## src/rtl/trace_pkg.sv

```systemverilog
// Shared types for the commit trace emitter: record kinds, serializer states and
// the FIFO entry layout. The cycle-stamp field exists only with TRACE_CYCLE_STAMP_EN.
package trace_pkg;

    typedef enum logic [1:0] {
        KIND_REG   = 2'd0,
        KIND_LOAD  = 2'd1,
        KIND_STORE = 2'd2,
        KIND_HALT  = 2'd3
    } recordKind_t;

    typedef enum logic [2:0] {
        IDLE,
        EMIT_REG,
        EMIT_LOAD,
        EMIT_STORE,
        EMIT_HALT,
        DONE
    } emitState_t;

    typedef struct packed {
        logic        regWr;
        logic        memRd;
        logic        memWr;
        logic [3:0]  wrReg;
        logic [15:0] wrData;
        logic [15:0] memAddr;
        logic [15:0] memRdata;
        logic [15:0] memWdata;
`ifdef TRACE_CYCLE_STAMP_EN
        logic [31:0] stamp;
`endif
    } commitEntry_t;

    localparam int ENTRY_W = $bits(commitEntry_t);

    // Next record of an entry after 'cur' (IDLE means "none emitted yet").
    function automatic emitState_t emitAfter(input emitState_t cur, input commitEntry_t e);
        if (cur == IDLE && e.regWr)                      return EMIT_REG;
        if ((cur == IDLE || cur == EMIT_REG) && e.memRd) return EMIT_LOAD;
        if (cur != EMIT_STORE && e.memWr)                return EMIT_STORE;
        return IDLE;
    endfunction

endpackage

```

## src/rtl/trace_emitter_if.sv

```systemverilog
// Trace record stream: valid/ready handshake plus the record fields.
interface trace_emitter_if;
    import trace_pkg::*;

    logic        out_valid;
    logic        out_ready;
    recordKind_t out_kind;
    logic [15:0] out_addr;
    logic [15:0] out_data;
    logic [31:0] out_cycle;

    modport master (output out_valid, out_kind, out_addr, out_data, out_cycle,
                    input  out_ready);
    modport slave  (input  out_valid, out_kind, out_addr, out_data, out_cycle,
                    output out_ready);
endinterface

```

## src/rtl/trace_fifo.sv

```systemverilog
// Synchronous FIFO of commit entries; head is visible combinationally on dout.
// A push while full is accepted only if a pop happens in the same cycle.
module trace_fifo #(
    parameter int DEPTH = 8,
    parameter int WIDTH = 8
) (
    input  logic             clk,
    input  logic             rst,
    input  logic             push,
    input  logic             pop,
    input  logic [WIDTH-1:0] din,
    output logic [WIDTH-1:0] dout,
    output logic             full,
    output logic             empty
);
    localparam int AW = $clog2(DEPTH);

    logic [WIDTH-1:0] mem [DEPTH];
    logic [AW:0]      wrPtr, rdPtr;
    logic             wrEn;

    assign empty = (wrPtr == rdPtr);
    assign full  = (wrPtr[AW] != rdPtr[AW]) && (wrPtr[AW-1:0] == rdPtr[AW-1:0]);
    assign wrEn  = push && (!full || pop);
    assign dout  = mem[rdPtr[AW-1:0]];

    always_ff @(posedge clk or posedge rst) begin
        if (rst) begin
            wrPtr <= '0;
            rdPtr <= '0;
        end else begin
            if (wrEn)          wrPtr <= wrPtr + (AW+1)'(1);
            if (pop && !empty) rdPtr <= rdPtr + (AW+1)'(1);
        end
    end

    // NOTE: storage is deliberately not reset; the pointers alone define validity.
    always_ff @(posedge clk) begin
        if (wrEn) mem[wrPtr[AW-1:0]] <= din;
    end

endmodule

```

## src/rtl/trace_emitter.sv

```systemverilog
// Commit trace emitter: queues per-cycle commit entries and serializes them into
// REG/LOAD/STORE records, closing with one HALT record. Option: TRACE_CYCLE_STAMP_EN.
module trace_emitter
    import trace_pkg::*;
#(
    parameter int DEPTH = 8
) (
    input  logic                   clk,
    input  logic                   rst,
    input  logic                   reg_write,
    input  logic [3:0]             wr_reg,
    input  logic [15:0]            wr_data,
    input  logic                   mem_read,
    input  logic                   mem_write,
    input  logic [15:0]            mem_addr,
    input  logic [15:0]            mem_rdata,
    input  logic [15:0]            mem_wdata,
    input  logic                   halt,
    trace_emitter_if.master        traceOut,
    output logic [31:0]            inst_count,
    output logic [31:0]            cycle_count,
    output logic                   overflow,
    output logic                   done
);
    emitState_t         state, nextState, following;
    commitEntry_t       pushEntry, head;
    logic [ENTRY_W-1:0] headBits;
    logic               haltSeen, commitReq, fifoPop, fifoFull, fifoEmpty;

    assign commitReq = !haltSeen && (reg_write || mem_read || mem_write);
    assign head      = commitEntry_t'(headBits);
    assign done      = (state == DONE);

    always_comb begin
        pushEntry          = '0;
        pushEntry.regWr    = reg_write;
        pushEntry.memRd    = mem_read;
        pushEntry.memWr    = mem_write;
        pushEntry.wrReg    = wr_reg;
        pushEntry.wrData   = wr_data;
        pushEntry.memAddr  = mem_addr;
        pushEntry.memRdata = mem_rdata;
        pushEntry.memWdata = mem_wdata;
`ifdef TRACE_CYCLE_STAMP_EN
        pushEntry.stamp    = cycle_count;
`endif
    end

    // The head entry stays in the FIFO until its last record is transferred.
    trace_fifo #(.DEPTH(DEPTH), .WIDTH(ENTRY_W)) u_fifo (
        .clk   (clk),
        .rst   (rst),
        .push  (commitReq),
        .pop   (fifoPop),
        .din   (pushEntry),
        .dout  (headBits),
        .full  (fifoFull),
        .empty (fifoEmpty)
    );

    // NOTE: sequential state uses non-blocking assignments only.
    always_ff @(posedge clk or posedge rst) begin
        if (rst) begin
            haltSeen    <= 1'b0;
            inst_count  <= '0;
            cycle_count <= '0;
            overflow    <= 1'b0;
        end else if (!haltSeen) begin
            cycle_count <= cycle_count + 32'd1;
            if (halt || reg_write || mem_write) inst_count <= inst_count + 32'd1;
            if (halt) haltSeen <= 1'b1;
            if (commitReq && fifoFull && !fifoPop) overflow <= 1'b1;
        end
    end

    always_ff @(posedge clk or posedge rst) begin
        if (rst) state <= IDLE;
        else     state <= nextState;
    end

    // NOTE: every output of this block gets a default first so no latch is inferred.
    always_comb begin
        nextState          = state;
        following          = emitAfter(state, head);
        fifoPop            = 1'b0;
        traceOut.out_valid = 1'b0;
        traceOut.out_kind  = KIND_REG;
        traceOut.out_addr  = '0;
        traceOut.out_data  = '0;
        traceOut.out_cycle = '0;
        case (state)
            IDLE: begin
                if (!fifoEmpty)    nextState = emitAfter(IDLE, head);
                else if (haltSeen) nextState = EMIT_HALT;
            end
            EMIT_REG, EMIT_LOAD, EMIT_STORE: begin
                traceOut.out_valid = 1'b1;
                if (state == EMIT_REG) begin
                    traceOut.out_kind = KIND_REG;
                    traceOut.out_addr = {12'h000, head.wrReg};
                    traceOut.out_data = head.wrData;
                end else if (state == EMIT_LOAD) begin
                    traceOut.out_kind = KIND_LOAD;
                    traceOut.out_addr = head.memAddr;
                    traceOut.out_data = head.memRdata;
                end else begin
                    traceOut.out_kind = KIND_STORE;
                    traceOut.out_addr = head.memAddr;
                    traceOut.out_data = head.memWdata;
                end
`ifdef TRACE_CYCLE_STAMP_EN
                traceOut.out_cycle = head.stamp;
`endif
                if (traceOut.out_ready) begin
                    nextState = following;
                    fifoPop   = (following == IDLE);
                end
            end
            EMIT_HALT: begin
                traceOut.out_valid = 1'b1;
                traceOut.out_kind  = KIND_HALT;
                traceOut.out_data  = inst_count[15:0];
`ifdef TRACE_CYCLE_STAMP_EN
                traceOut.out_cycle = cycle_count;
`endif
                if (traceOut.out_ready) nextState = DONE;
            end
            DONE:    nextState = DONE;
            default: nextState = IDLE;
        endcase
    end

endmodule
```

## src/flat_wrapper.sv

```systemverilog
// flat-port wrapper written by rule: the top's interface ports become plain ports
module trace_emitter_flat import trace_pkg::*;
#(
    parameter int DEPTH = 8
)
  (clk, rst, reg_write, wr_reg, wr_data, mem_read, mem_write, mem_addr, mem_rdata, mem_wdata, halt, inst_count, cycle_count, overflow, done, traceOut_out_valid, traceOut_out_kind, traceOut_out_addr, traceOut_out_data, traceOut_out_cycle, traceOut_out_ready);
  trace_emitter_if traceOut_i ();
  input  logic clk;
  input  logic rst;
  input  logic reg_write;
  input  logic [3:0] wr_reg;
  input  logic [15:0] wr_data;
  input  logic mem_read;
  input  logic mem_write;
  input  logic [15:0] mem_addr;
  input  logic [15:0] mem_rdata;
  input  logic [15:0] mem_wdata;
  input  logic halt;
  output logic [31:0] inst_count;
  output logic [31:0] cycle_count;
  output logic overflow;
  output logic done;
  output wire logic [$bits(traceOut_i.out_valid)-1:0] traceOut_out_valid;
  output wire logic [$bits(traceOut_i.out_kind)-1:0] traceOut_out_kind;
  output wire logic [$bits(traceOut_i.out_addr)-1:0] traceOut_out_addr;
  output wire logic [$bits(traceOut_i.out_data)-1:0] traceOut_out_data;
  output wire logic [$bits(traceOut_i.out_cycle)-1:0] traceOut_out_cycle;
  input wire logic [$bits(traceOut_i.out_ready)-1:0] traceOut_out_ready;
  assign traceOut_out_valid = traceOut_i.out_valid;
  assign traceOut_out_kind = traceOut_i.out_kind;
  assign traceOut_out_addr = traceOut_i.out_addr;
  assign traceOut_out_data = traceOut_i.out_data;
  assign traceOut_out_cycle = traceOut_i.out_cycle;
  assign traceOut_i.out_ready = traceOut_out_ready;
  trace_emitter #(.DEPTH(DEPTH)) u_core (.clk(clk), .rst(rst), .reg_write(reg_write), .wr_reg(wr_reg), .wr_data(wr_data), .mem_read(mem_read), .mem_write(mem_write), .mem_addr(mem_addr), .mem_rdata(mem_rdata), .mem_wdata(mem_wdata), .halt(halt), .traceOut(traceOut_i), .inst_count(inst_count), .cycle_count(cycle_count), .overflow(overflow), .done(done));
endmodule
```

## config.mk

```make
export PLATFORM = sky130hd
export DESIGN_NAME = trace_emitter_flat
export DESIGN_NICKNAME = d
export VERILOG_FILES = /design/src/rtl/trace_pkg.sv /design/src/rtl/trace_emitter_if.sv /design/src/rtl/trace_fifo.sv /design/src/rtl/trace_emitter.sv /design/src/flat_wrapper.sv
export SDC_FILE = /design/constraint.sdc
export NUM_CORES = 1
export LEC_CHECK = 0
export CORE_MARGIN = 3
export CORE_UTILIZATION = 60
export CTS_CLUSTER_DIAMETER = 50
export DETAILED_ROUTE_END_ITERATION = 10
export PLACE_DENSITY_LB_ADDON = 0.1
export SLEW_MARGIN = 10
export SYNTH_ARGS = -nofsm -noshare
export SYNTH_HDL_FRONTEND = slang
export SYNTH_HIERARCHICAL = 1
export SYNTH_SLANG_ARGS = --single-unit
```

## constraint.sdc

```tcl
create_clock -name clk -period 28 [get_ports clk]
set_input_delay 4.2 -clock clk [delete_from_list [all_inputs] [get_ports clk]]
set_output_delay 4.2 -clock clk [all_outputs]
set_load 0.05 [all_outputs]
```

==> metrics <==
outcome=finished clean; DIE AREA=46400 µm²; fin worst setup slack=18.42 ns; synth top area cells=edfxtp_1 (65%), mux4_2 (12%), dfrtp_1 (7.3%); final hold vios=0; Initial Utilization=61.0%; Worst Hold Launch=u_core/inst_count[31]; clk_lat worst skew=0.58 ns; Max Cap Viol=0; final wirelength=54100 µm; crit-path leading delay family=buffers and inverters; flip-flop and latch count after synthesis=645; initial antenna violation count=5; root buffer cell=clkbuf_16; Tmin final=9.58 ns; crit path buf inv count=3; Slew Limit Fails=0; total gr overflow=0; Worst Path Arrival=5.38 ns; EDFF count, synth=568; syn_area_per_cell=20.2 µm²; Least-Margin Pin Slew=1.14 ns; fin area=30700 µm²; Yosys cell types=60; R2R depth=10; Crit Path Max Fanout=42; switching pwr=0.000817 W; H-tree depth=3; total power=0.00279 W; cell area after placement=28500 µm²; placeable core area=43200 µm²; # nets final=1588; Cells after Synth=1301; WL/cell=25.2 µm; die height=215 µm; sequential power share=39.7%; Row Count=76; Setup Buffers After CTS=0; synthesized area=26300 µm²; pre-CTS setup slack=18.92 ns; first-pass GRT wire length=82500 µm; cell mode on critical path=buf_4; Leak Pwr=10.4 nW; Fillers=2707; RSZ-0062 raised after global routing=false; Hold Path End=u_core/inst_count[31]; detailed-route DRC error count=0; hold_ws=0.466 ns; Slew HR=23.7%; hold-fix buffers at CTS=0; First-pass DRT Iterations=5; peak supply drop=0.0808 mV; DIE WIDTH=215 µm; setup_tns=0 ns; switch share=29.3%; Tcrit/Tclk final=34.2%; 1st-iter DRT viols=1358; Max clock buf depth=3; number of nets with antenna violations after routing=0; CTS Sinks=645; largest net degree at the start of global routing=62; Area Overhead vs Synth=16.7%; cts repair resizes=0; Fmax=0.104 GHz; CTS buffer count=67; final setup fails=0; pwr dens=90.7 nW/µm²; Worst setup SP type=flop; total track usage=23.9%; FF-to-FF Start=u_core/u_fifo/rdPtr[0]; Via-to-Cell Ratio=5.99; worst reg2reg setup slack=21.76 ns; routed via count=12800; internal power=0.00197 W; GP Congestion=0.801; proportion of layout cells with a drive suffix above 1=24.8%; dominant synthesized flop cell=edfxtp_1; slowest CP cell=buf_4; clock share of power=31.4%; vias in the first global route=13200; critical path capture point type=output port; Worst Skew=0.0248 ns; Hold Path Depth=1; cell taking the most area after synthesis=edfxtp_1; CP cell instances=buf_4, buf_4, mux4_2, mux2_4, mux2_2, a22oi_1, o21ai_0, clkdlybuf4s50_1; Seq/Total Area, Yosys=72.1%; CTS tree=done; Yosys Warn Count=6; reg2reg end=u_core/u_fifo/mem[3][66]; worst stage delay on the critical path=0.77 ns; Detail Placement HPWL=31200 µm; most frequent cells in the layout=edfxtp_1 (568), clkdlybuf4s50_1 (175), mux4_2 (142); commonest non-fill, non-tap cell in the layout=edfxtp_1; Critical Path RT=23.80 ns; I/O Buffers=175; critical path type=reg -> out; Hold Crit Class=reg -> reg; FFs w/ async S/R, synth=11.9%; IO Pins=208; Clk pin slew, worst setup/hold paths=0.06 ns; Synth top area share=64.8%; Comb power frac=28.9%
-- cells by family (layout without fill, tap and decap cells) --
| family | Yosys count | in the layout | synth area share [%] |
|---|---|---|---|
| adder cells (fa/ha/maj) | 4 | 4 | 0.190 |
| other | 1 | 34 | 0.0142 |
| AND/OR/NAND/NOR | 184 | 184 | 4.34 |
| AO/OA/AOI/OAI | 57 | 57 | 1.44 |
| XOR/XNOR | 73 | 73 | 2.43 |
| buffers and inverters | 104 | 331 | 2.59 |
| multiplexers | 233 | 233 | 16.9 |
| flip-flops | 645 | 645 | 72.1 |
-- flip-flops by register name (all words and copies together) (netlist names) --
register / flops
u_core/haltSeen: 1
u_core/u_fifo/wrPtr: 4
u_core/inst_count: 32
u_core/u_fifo/rdPtr: 4
u_core/state: 3
u_core/u_fifo/mem: 568
u_core/cycle_count: 32
u_core/overflow: 1
-- power groups by stage --
stage / clock (W) / combinational, W / sequential (W)
after floorplan: 0 / 0.000654 / 0.00108
after global placement: 0 / 0.000805 / 0.00113
after detailed placement: 0 / 0.000811 / 0.00113
after CTS: 0.000893 / 0.000815 / 0.00111
after global routing: 0.000934 / 0.000850 / 0.00111
final: 0.000875 / 0.000805 / 0.00111
-- worst register-to-register path: stages, from the launching register on --
cell and delay (ns):
dfrtp_4 0.75, buf_4 0.68, buf_4 0.86, mux4_2 0.63, mux2_2 0.32, o21bai_1 0.17
a211oi_1 0.24, buf_4 0.21, o31ai_1 0.21, nor3_4 0.72, buf_4 0.98
-- area by class of cell --
class	count	area, µm²	share of cell area [%]
Timing Repair Buffer	201	1950	6.34
Antenna cell	2	5.00	0.0163
Clock inverter	40	383	1.25
Sequential cell	645	19000	61.8
Multi-Input combinational cell	583	6830	22.2
Inverter	11	41.3	0.134
Clock buffer	79	1800	5.84
Tap cell	585	732	2.38
-- through the flow --
step,utilization [%],std cells
after floorplan,-,1332
after global placement,66.1,2025
after detailed placement,66.1,2025
after CTS,71.1,2144
after global routing,71.2,2144
final,71.2,2146
-- cell usage after synthesis (2+ instances only) --
| library cell | instances |
|---|---|
| a21oi_1 | 3 |
| a22oi_1 | 20 |
| a31oi_1 | 2 |
| and2_1 | 15 |
| and3_1 | 10 |
| and4_1 | 10 |
| buf_12 | 7 |
| buf_2 | 32 |
| buf_4 | 32 |
| buf_6 | 2 |
| clkbuf_1 | 18 |
| dfrtp_1 | 77 |
| edfxtp_1 | 568 |
| ha_1 | 4 |
| inv_1 | 11 |
| mux2_2 | 32 |
| mux2_4 | 58 |
| mux4_2 | 142 |
| nand2_1 | 40 |
| nand2b_1 | 4 |
| nand3_1 | 21 |
| nand4_1 | 15 |
| nand4_2 | 2 |
| nor2_1 | 25 |
| nor2b_1 | 3 |
| nor3_1 | 13 |
| nor3_2 | 4 |
| nor4_1 | 2 |
| nor4_2 | 3 |
| nor4_4 | 2 |
| o21ai_0 | 16 |
| o21bai_1 | 4 |
| o311ai_0 | 2 |
| o31ai_1 | 4 |
| or4_1 | 2 |
| xnor2_1 | 53 |
| xor2_1 | 20 |
-- routing by layer --
metal | part of all wire (%) | wire length, µm | up-vias | GRT usage, %
li1 | - | - | 5606 | -
met1 | 42 | 22700 | 6699 | 34.4
met5 | 0.050 | 27 | - | 0
met2 | 48 | 26200 | 443 | 37.8
met4 | 2.6 | 1390 | 6 | 6.90
met3 | 7.0 | 3790 | 92 | 5.04
-- how the worst max path moves through the flow --
stage | startpoint | endpoint | cells past startpoint
final | u_core/u_fifo/rdPtr[0] | traceOut_out_data[4] | 8
after global routing | u_core/u_fifo/rdPtr[0] | traceOut_out_data[12] | 8
after CTS | u_core/u_fifo/rdPtr[0] | traceOut_out_data[12] | 8
after detailed placement | u_core/u_fifo/rdPtr[0] | traceOut_out_data[3] | 8
after global placement | u_core/u_fifo/rdPtr[0] | traceOut_out_data[13] | 8
after floorplan | traceOut_out_ready | u_core/u_fifo/mem[5][0] | 5
Power figures use the tool's default switching activity.
